`config.mk`:
```
export PLATFORM = sky130hd
export DESIGN_NAME = wb_stage
export DESIGN_NICKNAME = d
export VERILOG_FILES = /design/src/rtl/wb_stage.sv
export SDC_FILE = /design/constraint.sdc
export NUM_CORES = 1
export LEC_CHECK = 0
export BUFFER_PORTS_ARGS = -buffer_cell sky130_fd_sc_hd__clkbuf_2
export CAP_MARGIN = 20
export CORE_MARGIN = 5
export CORE_UTILIZATION = 43
export DETAILED_ROUTE_END_ITERATION = 6
export PLACE_DENSITY_LB_ADDON = 0.3
export REMOVE_ABC_BUFFERS = 1
export SLEW_MARGIN = 10
export SYNTH_ARGS = -nofsm -noshare
export SYNTH_HDL_FRONTEND = slang
export SYNTH_SLANG_ARGS = --single-unit
```
`constraint.sdc`:
```
create_clock -name clk -period 3.8 [get_ports clk]
set_clock_uncertainty 0.15 [all_clocks]
set_input_delay 0.57 -clock clk [delete_from_list [all_inputs] [get_ports clk]]
set_output_delay 0.57 -clock clk [all_outputs]
set_load 0.1 [all_outputs]
```
`src/rtl/wb_stage.sv`:
```
// MEM/WB pipeline register and writeback unit: the only writer of the register file.
// It also drives the decode bypass port and a retired-instruction counter.
module wb_stage #(
  parameter int DW    = 32,
  parameter int AW    = 5,
  parameter int CNT_W = 32
) (
  input  logic             clk,
  input  logic             clrn,
  input  logic             hold,
  input  logic             m_valid,
  input  logic             m_wreg,
  input  logic [AW-1:0]    m_rn,
  input  logic [1:0]       m_sel,
  input  logic [2:0]       m_ldtype,
  input  logic [1:0]       m_addr_lo,
  input  logic [DW-1:0]    m_alu,
  input  logic [DW-1:0]    m_mem,
  input  logic [DW-1:0]    m_pc8,
  output logic [AW-1:0]    wn,
  output logic             we,
  output logic [DW-1:0]    d,
  output logic             fwd_valid,
  output logic [AW-1:0]    fwd_rn,
  output logic [DW-1:0]    fwd_d,
  output logic [CNT_W-1:0] retired
);

  typedef struct packed {
    logic          v;
    logic          wreg;
    logic [AW-1:0] rn;
    logic [1:0]    sel;
    logic [2:0]    ldtype;
    logic [1:0]    addr_lo;
    logic [DW-1:0] alu;
    logic [DW-1:0] mem;
    logic [DW-1:0] pc8;
  } stage_t;

  stage_t        st;
  logic [7:0]    ld_byte;
  logic [15:0]   ld_half;
  logic [DW-1:0] ld_data;
  logic          wr_ok;

  // A held stage keeps its instruction and does not retire it; it retires on the first free edge.
  always_ff @(posedge clk or negedge clrn) begin
    if (!clrn) begin
      st      <= '0;
      retired <= '0;
    end else if (!hold) begin
      if (st.v) retired <= retired + {{(CNT_W-1){1'b0}}, 1'b1};
      st <= '{v: m_valid, wreg: m_wreg, rn: m_rn, sel: m_sel, ldtype: m_ldtype,
              addr_lo: m_addr_lo, alu: m_alu, mem: m_mem, pc8: m_pc8};
    end
  end

  // Little-endian lane pick; addr_lo[0] is don't-care for halves.
  always_comb begin
    ld_byte = st.mem[{st.addr_lo, 3'b000} +: 8];
    ld_half = st.addr_lo[1] ? st.mem[31:16] : st.mem[15:0];
    case (st.ldtype)
      3'b001:  ld_data = {{(DW-8){ld_byte[7]}}, ld_byte};
      3'b010:  ld_data = {{(DW-8){1'b0}}, ld_byte};
      3'b011:  ld_data = {{(DW-16){ld_half[15]}}, ld_half};
      3'b100:  ld_data = {{(DW-16){1'b0}}, ld_half};
      default: ld_data = st.mem;
    endcase
    case (st.sel)
      2'b00:   d = st.alu;
      2'b01:   d = ld_data;
      2'b10:   d = st.pc8;
      default: d = '0;
    endcase
  end

  assign wr_ok     = st.v & st.wreg & (st.rn != '0);
  assign we        = wr_ok & ~hold;
  assign wn        = st.rn;
  assign fwd_valid = wr_ok;
  assign fwd_rn    = st.rn;
  assign fwd_d     = d;

endmodule

```
# Word level (Yosys, flattened, before mapping)

Cells that the tools add are included.
Widths: inputs -> output; s select.

Add/sub/neg operators: 1
Multipliers: 0
Divide/modulo/power cells: 0
Order comparisons: 0
Equal/unequal tests: 6
Shift-type cells: 1
Multiplexer cells: 3
Bitwise gates (word level): 4
Reductions and logical operators: 3

Operators by type and width:

| cell                  | count |
|---|---|
| $pmux 32 s4           | 1 |
| $pmux 32 s3           | 1 |
| $add 32x1->32 const B | 1 |
| $shiftx 32x6->8       | 1 |
| $mux 16               | 1 |
| $eq 3x2->1 const B    | 2 |
| $reduce_bool 5->1     | 1 |
| $and 1x1->1           | 3 |
| $eq 3x1->1 const B    | 1 |
| $eq 3x3->1 const B    | 1 |
| $eq 2x1->1 const B    | 1 |
| $eq 2x2->1 const B    | 1 |
| $logic_not 2->1       | 1 |
| $reduce_and 2->1      | 1 |
| $not 1->1             | 1 |

Flip-flop bits (word level): 142
Bits in latches: 0
Memory bits (writable): 0
Bits in read-only memories: 0
Bits of input ports: 113
Output and inout bits: 108
Memories: 0

# Depth between registers and ports, before layout

Gate-level depths: netlist of the first run.

Depth in word-level cells: 3
Gate-level depth with buffers: 7
Mapped depth without buffers: 5

# Worst setup path after synthesis of the first run

OpenSTA, ideal clock, no wires.

Path kind: reg2out
Start: register st[99] (netlist bit)
End: output port fwd_d[7]
Arrival time: 4.129 ns
Required time: 3.080 ns
Path slack: -1.049 ns
Stages on the path, launching flop included: 8
Buffers on the path: 3
Path through: dfrtp_1 -> clkbuf_1 -> clkbuf_1 -> nor3b_2 -> nand3b_1 -> nand4_1 -> o32ai_1 -> buf_4

Word-level cells in the longest chain between the ends: 3
Elaborated cells between the ends (all ways): 6
Classes of those cells: eq/ne (4); mux (2)

Ends and longest elaborated chain:

| what                                     | line | text |
|---|---|---|
| start, declared                          | 41   | `stage_t st;` |
| start signal, assigned                   | 54   | `st <= '{v: m_valid, wreg: m_wreg, rn: m_rn, sel: m_sel, ldtype: m_ldtype,` |
| $eq 3x3->1, or another cell as far along | 63   | `case (st.ldtype)` |
| $pmux 32 s4 *                            | 63   |  |
| $pmux 32 s3 *                            | 70   | `case (st.sel)` |
| end, declared                            | 25   | `output logic [DW-1:0] fwd_d,` |

Mark *: on every way between the ends. The rest lies on a longest branch, timed or not.

# Final worst setup path of the first run

Start: register st[100] (netlist bit)
End: output port d[2]

Word-level cells in the longest chain between the ends: 3
Elaborated cells between the ends (all ways): 6
Classes of those cells: eq/ne (4); mux (2)

Ends and longest elaborated chain:

| what                                     | line | text |
|---|---|---|
| $eq 3x3->1, or another cell as far along | 63   |  |
| $pmux 32 s4 *                            | 63   |  |
| $pmux 32 s3 *                            | 70   |  |
| end, declared                            | 22   | `output logic [DW-1:0] d,` |

Marked as above.

==> results of run 1 <==
## flip-flops by register name, summed over array words and instances (netlist names)
register,flops
fwd_rn,5
retired,32
st,105
## cells in the mapped netlist (5+ instances only)
master / n
sky130_fd_sc_hd__mux2i_1: 48
sky130_fd_sc_hd__inv_1: 9
sky130_fd_sc_hd__dfrtp_1: 142
sky130_fd_sc_hd__nor2b_1: 5
sky130_fd_sc_hd__buf_2: 10
sky130_fd_sc_hd__buf_4: 43
sky130_fd_sc_hd__nand2_1: 21
sky130_fd_sc_hd__a21oi_1: 16
sky130_fd_sc_hd__o211ai_1: 15
sky130_fd_sc_hd__o221ai_1: 6
sky130_fd_sc_hd__a22oi_1: 7
sky130_fd_sc_hd__o21ai_0: 9
sky130_fd_sc_hd__nand4_1: 7
sky130_fd_sc_hd__xnor2_1: 20
sky130_fd_sc_hd__nor3_1: 7
sky130_fd_sc_hd__xor2_1: 13
sky130_fd_sc_hd__clkbuf_1: 26
sky130_fd_sc_hd__mux2_2: 111
sky130_fd_sc_hd__nor2_1: 22
sky130_fd_sc_hd__o22ai_1: 26
sky130_fd_sc_hd__nand3_1: 12
## power by group through the flow
| stage | Sequential, mW | Combinational (mW) | Clock, mW |
|---|---|---|---|
| final | 1.78 | 2.70 | 1.67 |
| after global routing | 1.80 | 2.79 | 1.78 |
| after CTS | 1.78 | 2.72 | 1.71 |
| after detailed placement | 1.81 | 2.71 | 0 |
| after global placement | 1.79 | 2.68 | 0 |
| after floorplan | 2.09 | 1.44 | 0 |
## path summary, 6_finish.rpt
kind / start / endpoint / slack (ns)
setup / recovery: st[100] / d[2] / 0.25
hold / removal: m_pc8[14] / st[14] / 0.24
setup reg to reg: retired[9] / retired[28] / 1.64
hold reg to reg: retired[31] / retired[31] / 0.33
max in group asynchronous: clrn / st[50] / 2.18
min in group asynchronous: clrn / st[4] / 0.54
## final cells by class
cell class,count,area [sq um]
Inverter,9,33.8
Tap cell,220,275
Clock buffer,19,433
Sequential cell,142,3550
Fill cell,1379,6760
Antenna cell,2,5.00
Timing Repair Buffer,232,2190
Clock inverter,13,164
Multi-Input combinational cell,385,3230
## logic make-up (layout without fill, tap and decap cells)
group / count (synthesis) / in the layout
buf+inv: 93 / 273
simple gates: 106 / 106
xor+xnor: 33 / 33
mux: 160 / 160
flops: 142 / 142
fa+ha+maj: 1 / 1
other cells: 0 / 2
compound gates: 85 / 85
## per-stage QoR
| stage | area [sq um] | setup WS, ns | setup TNS [ns] | power (mW) |
|---|---|---|---|---|
| after CTS | 9880 | 0.213 | 0 | 6.21 |
| after global placement | 9280 | 0.805 | 0 | 4.47 |
| after floorplan | 6810 | -3.33 | -135.30 | 3.54 |
| after global routing | 9890 | 0.0769 | 0 | 6.37 |
| final | 9890 | 0.252 | 0 | 6.15 |
| after detailed placement | 9280 | 0.699 | 0 | 4.52 |
## metal layers
layer / vias up / wire [um] / track usage
li1: 2541 / - / -
met1: 2726 / 7930 / 0.246
met2: 263 / 10000 / 0.341
met3: 31 / 1690 / 0.0641
met4: 2 / 378 / 0.0566
met5: - / 13 / 0
## timing repair
item,4_1_cts,5_1_grt
gates resized for setup,0,0
setup endpoints to repair,0,0
endpoints found under the hold margin,55,0
hold buffers,1,0
==> report_table.html, run 1 <==
<table>
<tr><th>Metric</th><th>Value</th></tr>
<tr><th colspan="2">GRT</th></tr>
<tr><td>GRT Residual Overflow</td><td>0</td></tr>
<tr><td>All-Layer GR Usage</td><td>0.201</td></tr>
<tr><td>Wire length of the first global-routing pass</td><td>31.5 mm</td></tr>
<tr><td>Maximum number of pins on one net before global-route repair</td><td>92</td></tr>
<tr><td>Antenna violations before repair</td><td>3</td></tr>
<tr><td>Number of global-route vias before repair</td><td>5851</td></tr>
<tr><th colspan="2">Floorplanning</th></tr>
<tr><td>Initial Utilization</td><td>0.439</td></tr>
<tr><td>Core area</td><td>16600 sq um</td></tr>
<tr><td>Horiz. Die Dim</td><td>140 um</td></tr>
<tr><td>Total Die Area</td><td>19700 sq um</td></tr>
<tr><td>Die boundary height</td><td>140 um</td></tr>
<tr><td>Cell Rows</td><td>47</td></tr>
<tr><td>Ports placed on the boundary</td><td>221</td></tr>
<tr><th colspan="2">Power</th></tr>
<tr><td>Switching share of power</td><td>0.424</td></tr>
<tr><td>Peak supply drop</td><td>0.548 mV</td></tr>
<tr><td>Leakage Power</td><td>4.51 nW</td></tr>
<tr><td>Net switching power</td><td>2.61 mW</td></tr>
<tr><td>Pint</td><td>3.55 mW</td></tr>
<tr><td>Total power divided by cell area</td><td>622 nW/um^2</td></tr>
<tr><td>Comb pwr share</td><td>0.439</td></tr>
<tr><td>Share of total power in the clock network</td><td>0.272</td></tr>
<tr><td>Sequential group share of total power</td><td>0.290</td></tr>
<tr><th colspan="2">Drt</th></tr>
<tr><td>Detailed-route wire length per cell</td><td>19.6 um</td></tr>
<tr><td>Aggregate routed wire length</td><td>20.1 mm</td></tr>
<tr><td>Overall via count from detail_route</td><td>5563</td></tr>
<tr><td>Drc violations</td><td>0</td></tr>
<tr><td>Violation count after the first detailed-route iteration</td><td>383</td></tr>
<tr><td>Via density</td><td>5.44</td></tr>
<tr><td>Detailed-routing iteration count for the pre-antenna-repair pass</td><td>7</td></tr>
<tr><td>Post-DRT Antenna Nets</td><td>0</td></tr>
<tr><th colspan="2">Synth</th></tr>
<tr><td>Main combinational cell family by area after synthesis</td><td>multiplexers</td></tr>
<tr><td>Synth top area cells</td><td>sky130_fd_sc_hd__dfrtp_1, sky130_fd_sc_hd__mux2_2, sky130_fd_sc_hd__mux2i_1, sky130_fd_sc_hd__buf_4, sky130_fd_sc_hd__xnor2_1</td></tr>
<tr><td>Arithmetic-cell share of the synthesized area counting full adders, half adders and majority gates</td><td>0.00171</td></tr>
<tr><td>Register bit count reported by yosys</td><td>142</td></tr>
<tr><td>Distinct cells, synth</td><td>47</td></tr>
<tr><td>Simple-gate share of the synthesized area</td><td>0.0813</td></tr>
<tr><td>Post-synthesis instance area</td><td>7310 sq um</td></tr>
<tr><td>Synthesized instance count</td><td>620</td></tr>
<tr><td>Synth Area in XOR/XNOR</td><td>0.0395</td></tr>
<tr><td>FFs w/ async S/R, synth</td><td>1.00</td></tr>
<tr><td>Dominant register cell in the synthesized netlist</td><td>sky130_fd_sc_hd__dfrtp_1</td></tr>
<tr><td>Post-synthesis sequential area ratio</td><td>0.486</td></tr>
<tr><td>Number of enable flip-flop cells after synthesis</td><td>0</td></tr>
<tr><td>Share of the synthesized area in the top cell type</td><td>0.486</td></tr>
<tr><td>Average cell area after synthesis</td><td>11.8 sq um</td></tr>
<tr><td>Post-synth top area cell</td><td>sky130_fd_sc_hd__dfrtp_1</td></tr>
<tr><td>Synthesis Warnings</td><td>0</td></tr>
<tr><td>Fraction of synthesized area in multiplexers</td><td>0.240</td></tr>
<tr><td>Synth Area in Compound Gates</td><td>0.0789</td></tr>
<tr><th colspan="2">Layout</th></tr>
<tr><td>Non-filler instance count after layout</td><td>1022</td></tr>
<tr><td>Final core utilization</td><td>0.594</td></tr>
<tr><td>Total Nets Final</td><td>901</td></tr>
<tr><td>Syn-to-layout area delta</td><td>35.3%</td></tr>
<tr><td>Commonest non-fill, non-tap cells in the layout</td><td>sky130_fd_sc_hd__clkbuf_2, sky130_fd_sc_hd__dfrtp_1, sky130_fd_sc_hd__mux2_2</td></tr>
<tr><td>Layout cells sized above 1</td><td>0.476</td></tr>
<tr><td>Leading cell type in the layout, fill and taps excluded</td><td>sky130_fd_sc_hd__clkbuf_2</td></tr>
<tr><th colspan="2">Outcome</th></tr>
<tr><td>Status</td><td>complete, no violations</td></tr>
<tr><th colspan="2">Placement</th></tr>
<tr><td>Number of placed instances with taps included</td><td>987</td></tr>
<tr><td>RD Place Congestion</td><td>0.860</td></tr>
<tr><td>HPWL after DPL</td><td>15.1 mm</td></tr>
<tr><td>Number of port buffers</td><td>220</td></tr>
<tr><th colspan="2">Min path</th></tr>
<tr><td>Class of the tightest hold or removal check</td><td>in -&gt; reg</td></tr>
<tr><td>Cells on Worst Hold Path</td><td>2</td></tr>
<tr><th colspan="2">Critical path</th></tr>
<tr><td>Number of stages on the worst setup path</td><td>6</td></tr>
<tr><td>Data arrival time of the critical path</td><td>2.83 ns</td></tr>
<tr><td>Library cell contributing the largest single delay on the critical path</td><td>sky130_fd_sc_hd__nor4bb_1</td></tr>
<tr><td>Max Fanout on Critical Path</td><td>20</td></tr>
<tr><td>Buffers &amp; Inverters on Critical Path</td><td>2</td></tr>
<tr><td>Sort of element at the start of the critical path</td><td>register</td></tr>
<tr><td>Largest delay contributor family on the critical path</td><td>simple AND/OR/NAND/NOR gates</td></tr>
<tr><td>Slowest cell delay on critical path</td><td>0.95 ns</td></tr>
<tr><td>Chain of cells forming the critical path</td><td>buf_4, nor4bb_1, a22oi_1, o211ai_1, o22ai_1, buf_12</td></tr>
<tr><td>Data required time at the worst endpoint</td><td>3.08 ns</td></tr>
<tr><td>Type of element capturing the critical path</td><td>output port</td></tr>
<tr><td>Cell depth of the worst flop-to-flop path</td><td>4</td></tr>
<tr><td>Category of the most critical setup path</td><td>reg -&gt; out</td></tr>
<tr><th colspan="2">Clocking</th></tr>
<tr><td>CTS tree</td><td>yes</td></tr>
<tr><td>Clock Latency Late Sink</td><td>0.41 ns</td></tr>
<tr><td>Number of H-tree levels</td><td>4</td></tr>
<tr><td>Root buffer cell</td><td>sky130_fd_sc_hd__clkbuf_16</td></tr>
<tr><td>Total clock buffers created by CTS</td><td>17</td></tr>
<tr><td>Maximum buffer depth of the clock tree</td><td>2</td></tr>
<tr><td>Clock slew at the register clock pins of the worst setup and hold paths</td><td>0.06 ns</td></tr>
<tr><td>Number of clock sinks</td><td>142</td></tr>
<tr><td># Post-CTS Setup Buffers</td><td>0</td></tr>
<tr><th colspan="2">STA</th></tr>
<tr><td>Worst slew slack as a fraction of its limit</td><td>0.254</td></tr>
<tr><td>Final setup violation count</td><td>0</td></tr>
<tr><td>Worst Max-Slew Pin Slew</td><td>1.10 ns</td></tr>
<tr><td>Max Clk Rate</td><td>0.282 GHz</td></tr>
<tr><td>Unrepaired setup endpoints after global routing</td><td>false</td></tr>
<tr><td>Worst Hold Margin</td><td>0.239 ns</td></tr>
<tr><td>Final critical delay including setup and external delays</td><td>3.55 ns</td></tr>
<tr><td>Final hold vios</td><td>0</td></tr>
<tr><td>Share of the clock period used by the worst path</td><td>0.934</td></tr>
<tr><td>Max-slew violation count</td><td>0</td></tr>
<tr><th colspan="2">Job</th></tr>
<tr><td>Max cap viols</td><td>0</td></tr>
</table>
Power figures use the tool's default switching activity.
==> inputs of run 2 (changes only) <==
--- a/config.mk
+++ b/config.mk
@@ -5,6 +5,7 @@
 export SDC_FILE = /design/constraint.sdc
 export NUM_CORES = 1
 export LEC_CHECK = 0
+export ABC_AREA = 1
 export BUFFER_PORTS_ARGS = -buffer_cell sky130_fd_sc_hd__clkbuf_2
 export CAP_MARGIN = 20
 export CORE_MARGIN = 5
@@ -12,7 +13,7 @@
 export DETAILED_ROUTE_END_ITERATION = 6
 export PLACE_DENSITY_LB_ADDON = 0.3
 export REMOVE_ABC_BUFFERS = 1
-export SLEW_MARGIN = 10
+export SLEW_MARGIN = 20
 export SYNTH_ARGS = -nofsm -noshare
 export SYNTH_HDL_FRONTEND = slang
 export SYNTH_SLANG_ARGS = --single-unit
==> report_table.html, run 2 <==
<table>
<tr><th>Metric</th><th>Value</th></tr>
<tr><th colspan="2">Outcome</th></tr>
<tr><td>Status</td><td>finished, violations left</td></tr>
<tr><td>Violated checks</td><td>hold timing</td></tr>
<tr><th colspan="2">Critical path</th></tr>
<tr><td>Data arrival time of the critical path</td><td>2.67 ns</td></tr>
<tr><td>Type of element capturing the critical path</td><td>output port</td></tr>
<tr><td>Data required time at the worst endpoint</td><td>3.08 ns</td></tr>
<tr><td>Max Fanout on Critical Path</td><td>33</td></tr>
<tr><td>Sort of element at the start of the critical path</td><td>register</td></tr>
<tr><td>Category of the most critical setup path</td><td>reg -&gt; out</td></tr>
<tr><th colspan="2">Synth</th></tr>
<tr><td>Post-synthesis sequential area ratio</td><td>0.458</td></tr>
<tr><td>Register bit count reported by yosys</td><td>142</td></tr>
<tr><td>Number of enable flip-flop cells after synthesis</td><td>0</td></tr>
<tr><td>FFs w/ async S/R, synth</td><td>1.00</td></tr>
<tr><td>Post-synthesis instance area</td><td>7760 sq um</td></tr>
<tr><td>Dominant register cell in the synthesized netlist</td><td>sky130_fd_sc_hd__dfrtp_1</td></tr>
<tr><td>Library cell with the highest instance count after synthesis</td><td>sky130_fd_sc_hd__nand2_1</td></tr>
<tr><td>Commonest cells in the netlist</td><td>sky130_fd_sc_hd__nand2_1, sky130_fd_sc_hd__dfrtp_1, sky130_fd_sc_hd__nand3_1</td></tr>
<tr><td>Synthesized instance count</td><td>1068</td></tr>
<tr><td>Post-synth top area cell</td><td>sky130_fd_sc_hd__dfrtp_1</td></tr>
<tr><td>Distinct cells, synth</td><td>32</td></tr>
<tr><td>Average cell area after synthesis</td><td>7.27 sq um</td></tr>
<tr><td>Synthesis Warnings</td><td>0</td></tr>
<tr><td>Synth top area cells</td><td>sky130_fd_sc_hd__dfrtp_1, sky130_fd_sc_hd__nand2_1, sky130_fd_sc_hd__nand3_1, sky130_fd_sc_hd__buf_4, sky130_fd_sc_hd__inv_1</td></tr>
<tr><td>Share of the synthesized area in the top cell type</td><td>0.458</td></tr>
<tr><th colspan="2">Clocking</th></tr>
<tr><td># resized after CTS</td><td>0</td></tr>
<tr><td>CTS tree</td><td>yes</td></tr>
<tr><td>Number of clock sinks</td><td>142</td></tr>
<tr><td>Number of H-tree levels</td><td>4</td></tr>
<tr><td>Number of hold buffers added after cts</td><td>0</td></tr>
<tr><td># Post-CTS Setup Buffers</td><td>0</td></tr>
<tr><td>Maximum buffer depth of the clock tree</td><td>2</td></tr>
<tr><td>Clock Latency Late Sink</td><td>0.42 ns</td></tr>
<tr><td>Total clock buffers created by CTS</td><td>17</td></tr>
<tr><td>Root buffer cell</td><td>sky130_fd_sc_hd__clkbuf_16</td></tr>
<tr><td>Clock slew at the register clock pins of the worst setup and hold paths</td><td>0.07 ns</td></tr>
<tr><th colspan="2">Floorplanning</th></tr>
<tr><td>Die boundary height</td><td>144 um</td></tr>
<tr><td>Total Die Area</td><td>20800 sq um</td></tr>
<tr><td>Initial Utilization</td><td>0.435</td></tr>
<tr><td>Horiz. Die Dim</td><td>144 um</td></tr>
<tr><td>Cell Rows</td><td>49</td></tr>
<tr><td>Ports placed on the boundary</td><td>221</td></tr>
<tr><td>Core area</td><td>17800 sq um</td></tr>
<tr><th colspan="2">STA</th></tr>
<tr><td>Final hold vios</td><td>1</td></tr>
<tr><td>Share of the clock period used by the worst path</td><td>0.893</td></tr>
<tr><td>Worst Hold Margin</td><td>-0.00143 ns</td></tr>
<tr><td>Worst slew slack as a fraction of its limit</td><td>0.505</td></tr>
<tr><td>Max-slew violation count</td><td>0</td></tr>
<tr><td>Max Clk Rate</td><td>0.295 GHz</td></tr>
<tr><td>Unrepaired setup endpoints after global routing</td><td>false</td></tr>
<tr><td>Slack of the critical path</td><td>0.406 ns</td></tr>
<tr><td>Final critical delay including setup and external delays</td><td>3.39 ns</td></tr>
<tr><td>Final setup violation count</td><td>0</td></tr>
<tr><td>Worst Max-Slew Pin Slew</td><td>0.742 ns</td></tr>
<tr><th colspan="2">Placement</th></tr>
<tr><td>RD Place Congestion</td><td>0.921</td></tr>
<tr><td>Worst setup timing slack at the placement stage</td><td>0.892 ns</td></tr>
<tr><td>Number of port buffers</td><td>220</td></tr>
<tr><td>HPWL after DPL</td><td>15.7 mm</td></tr>
<tr><th colspan="2">GRT</th></tr>
<tr><td>GRT Residual Overflow</td><td>0</td></tr>
<tr><td>Wire length of the first global-routing pass</td><td>35.0 mm</td></tr>
<tr><td>Antenna violations before repair</td><td>0</td></tr>
<tr><td>Number of global-route vias before repair</td><td>6847</td></tr>
<tr><td>All-Layer GR Usage</td><td>0.211</td></tr>
<tr><td>Maximum number of pins on one net before global-route repair</td><td>81</td></tr>
<tr><th colspan="2">Layout</th></tr>
<tr><td>Syn-to-layout area delta</td><td>32.2%</td></tr>
<tr><td>Total Nets Final</td><td>1337</td></tr>
<tr><td>Leading cell type in the layout, fill and taps excluded</td><td>sky130_fd_sc_hd__nand2_1</td></tr>
<tr><td>Layout cells sized above 1</td><td>0.230</td></tr>
<tr><td>Final antenna diode count</td><td>0</td></tr>
<tr><td>Commonest non-fill, non-tap cells in the layout</td><td>sky130_fd_sc_hd__nand2_1, sky130_fd_sc_hd__clkbuf_2, sky130_fd_sc_hd__dfrtp_1</td></tr>
<tr><td>Register name with the most flops</td><td>st</td></tr>
<tr><td>Flip-flop count of the largest register, all copies and words added</td><td>105</td></tr>
<tr><td>Filler Cells Inserted</td><td>1627</td></tr>
<tr><th colspan="2">Power</th></tr>
<tr><td>Leakage Power</td><td>5.44 nW</td></tr>
<tr><td>Peak supply drop</td><td>0.702 mV</td></tr>
<tr><td>Total power divided by cell area</td><td>577 nW/um^2</td></tr>
<tr><th colspan="2">Drt</th></tr>
<tr><td>Detailed-route wire length per cell</td><td>15.0 um</td></tr>
<tr><td>Via density</td><td>4.93</td></tr>
<tr><td>Drc violations</td><td>0</td></tr>
<tr><td>Post-DRT Antenna Nets</td><td>0</td></tr>
<tr><td>Violation count after the first detailed-route iteration</td><td>425</td></tr>
<tr><td>Detailed-routing iteration count for the pre-antenna-repair pass</td><td>5</td></tr>
<tr><td>Aggregate routed wire length</td><td>22.0 mm</td></tr>
<tr><td>Overall via count from detail_route</td><td>7218</td></tr>
<tr><th colspan="2">Job</th></tr>
<tr><td>Max cap viols</td><td>0</td></tr>
<tr><th colspan="2">Min path</th></tr>
<tr><td>Class of the tightest hold or removal check</td><td>in -&gt; async</td></tr>
</table>
-- run 2: metal layers --
layer | track usage | vias up | share of wire
li1 | - | 3615 | -
met1 | 0.279 | 3338 | 0.42
met2 | 0.349 | 241 | 0.50
met3 | 0.0499 | 24 | 0.067
met4 | 0.0565 | 0 | 0.015
met5 | 0 | - | 0
-- run 2: worst paths after layout --
check	to	depth (start not counted)	slack, ns	start
worst max register to register	retired[24]	8	1.99	retired[1]
min in group clk	st[12]	3	0.19	m_pc8[12]
worst min-delay path	st[23]	1	-0.001	clrn
worst max-delay path	fwd_d[24]	9	0.41	st[98]
worst min register to register	st[17]	2	0.32	st[17]
max in group asynchronous	st[21]	2	2.66	clrn
-- run 2: layout make-up --
cell class / count / area, sq um / share of cell area
Clock buffer: 19 / 453 / 0.0442
Clock inverter: 13 / 164 / 0.0160
Inverter: 90 / 345 / 0.0337
Multi-Input combinational cell: 743 / 3310 / 0.322
Sequential cell: 142 / 3550 / 0.346
Tap cell: 229 / 287 / 0.0279
Timing Repair Buffer: 229 / 2150 / 0.209
-- run 2: cells by family after synthesis --
logic type	synth area share
xor+xnor	0.0237
fa+ha+maj	0.00161
buf+inv	0.116
flops	0.458
compound gates	0.0554
simple gates	0.345
-- run 2: through the flow --
step / total power [mW] / TNS [ns] / utilization / instances / instance area, sq um
6_report: 5.92 / 0 / 0.575 / 1465 / 10300
5_1_grt: 6.16 / 0 / 0.575 / 1465 / 10300
4_1_cts: 5.96 / 0 / 0.575 / 1465 / 10300
3_5_place_dp: 4.22 / 0 / 0.540 / 1433 / 9640
3_3_place_gp: 4.20 / 0 / 0.540 / 1433 / 9640
2_1_floorplan: 3.34 / -33.43 / - / 975 / 7210
-- run 2: report_power, final --
group | total (mW) | leakage, nW | internal (mW) | switching (mW)
clock network | 1.74 | 0.288 | 1.07 | 0.668
registers | 1.73 | 1.76 | 1.64 | 0.0907
logic | 2.45 | 3.40 | 0.692 | 1.76
-- run 2: worst max-delay path: stages (launching register included) --
cell and delay, ns:
sky130_fd_sc_hd__dfrtp_1 0.39, sky130_fd_sc_hd__inv_1 0.08, sky130_fd_sc_hd__nand3_1 0.11, sky130_fd_sc_hd__nand2_2 0.17
sky130_fd_sc_hd__nor2_8 0.46, sky130_fd_sc_hd__inv_4 0.19, sky130_fd_sc_hd__nand3_4 0.29, sky130_fd_sc_hd__nand2_1 0.09
sky130_fd_sc_hd__nand2_1 0.23, sky130_fd_sc_hd__buf_12 0.22
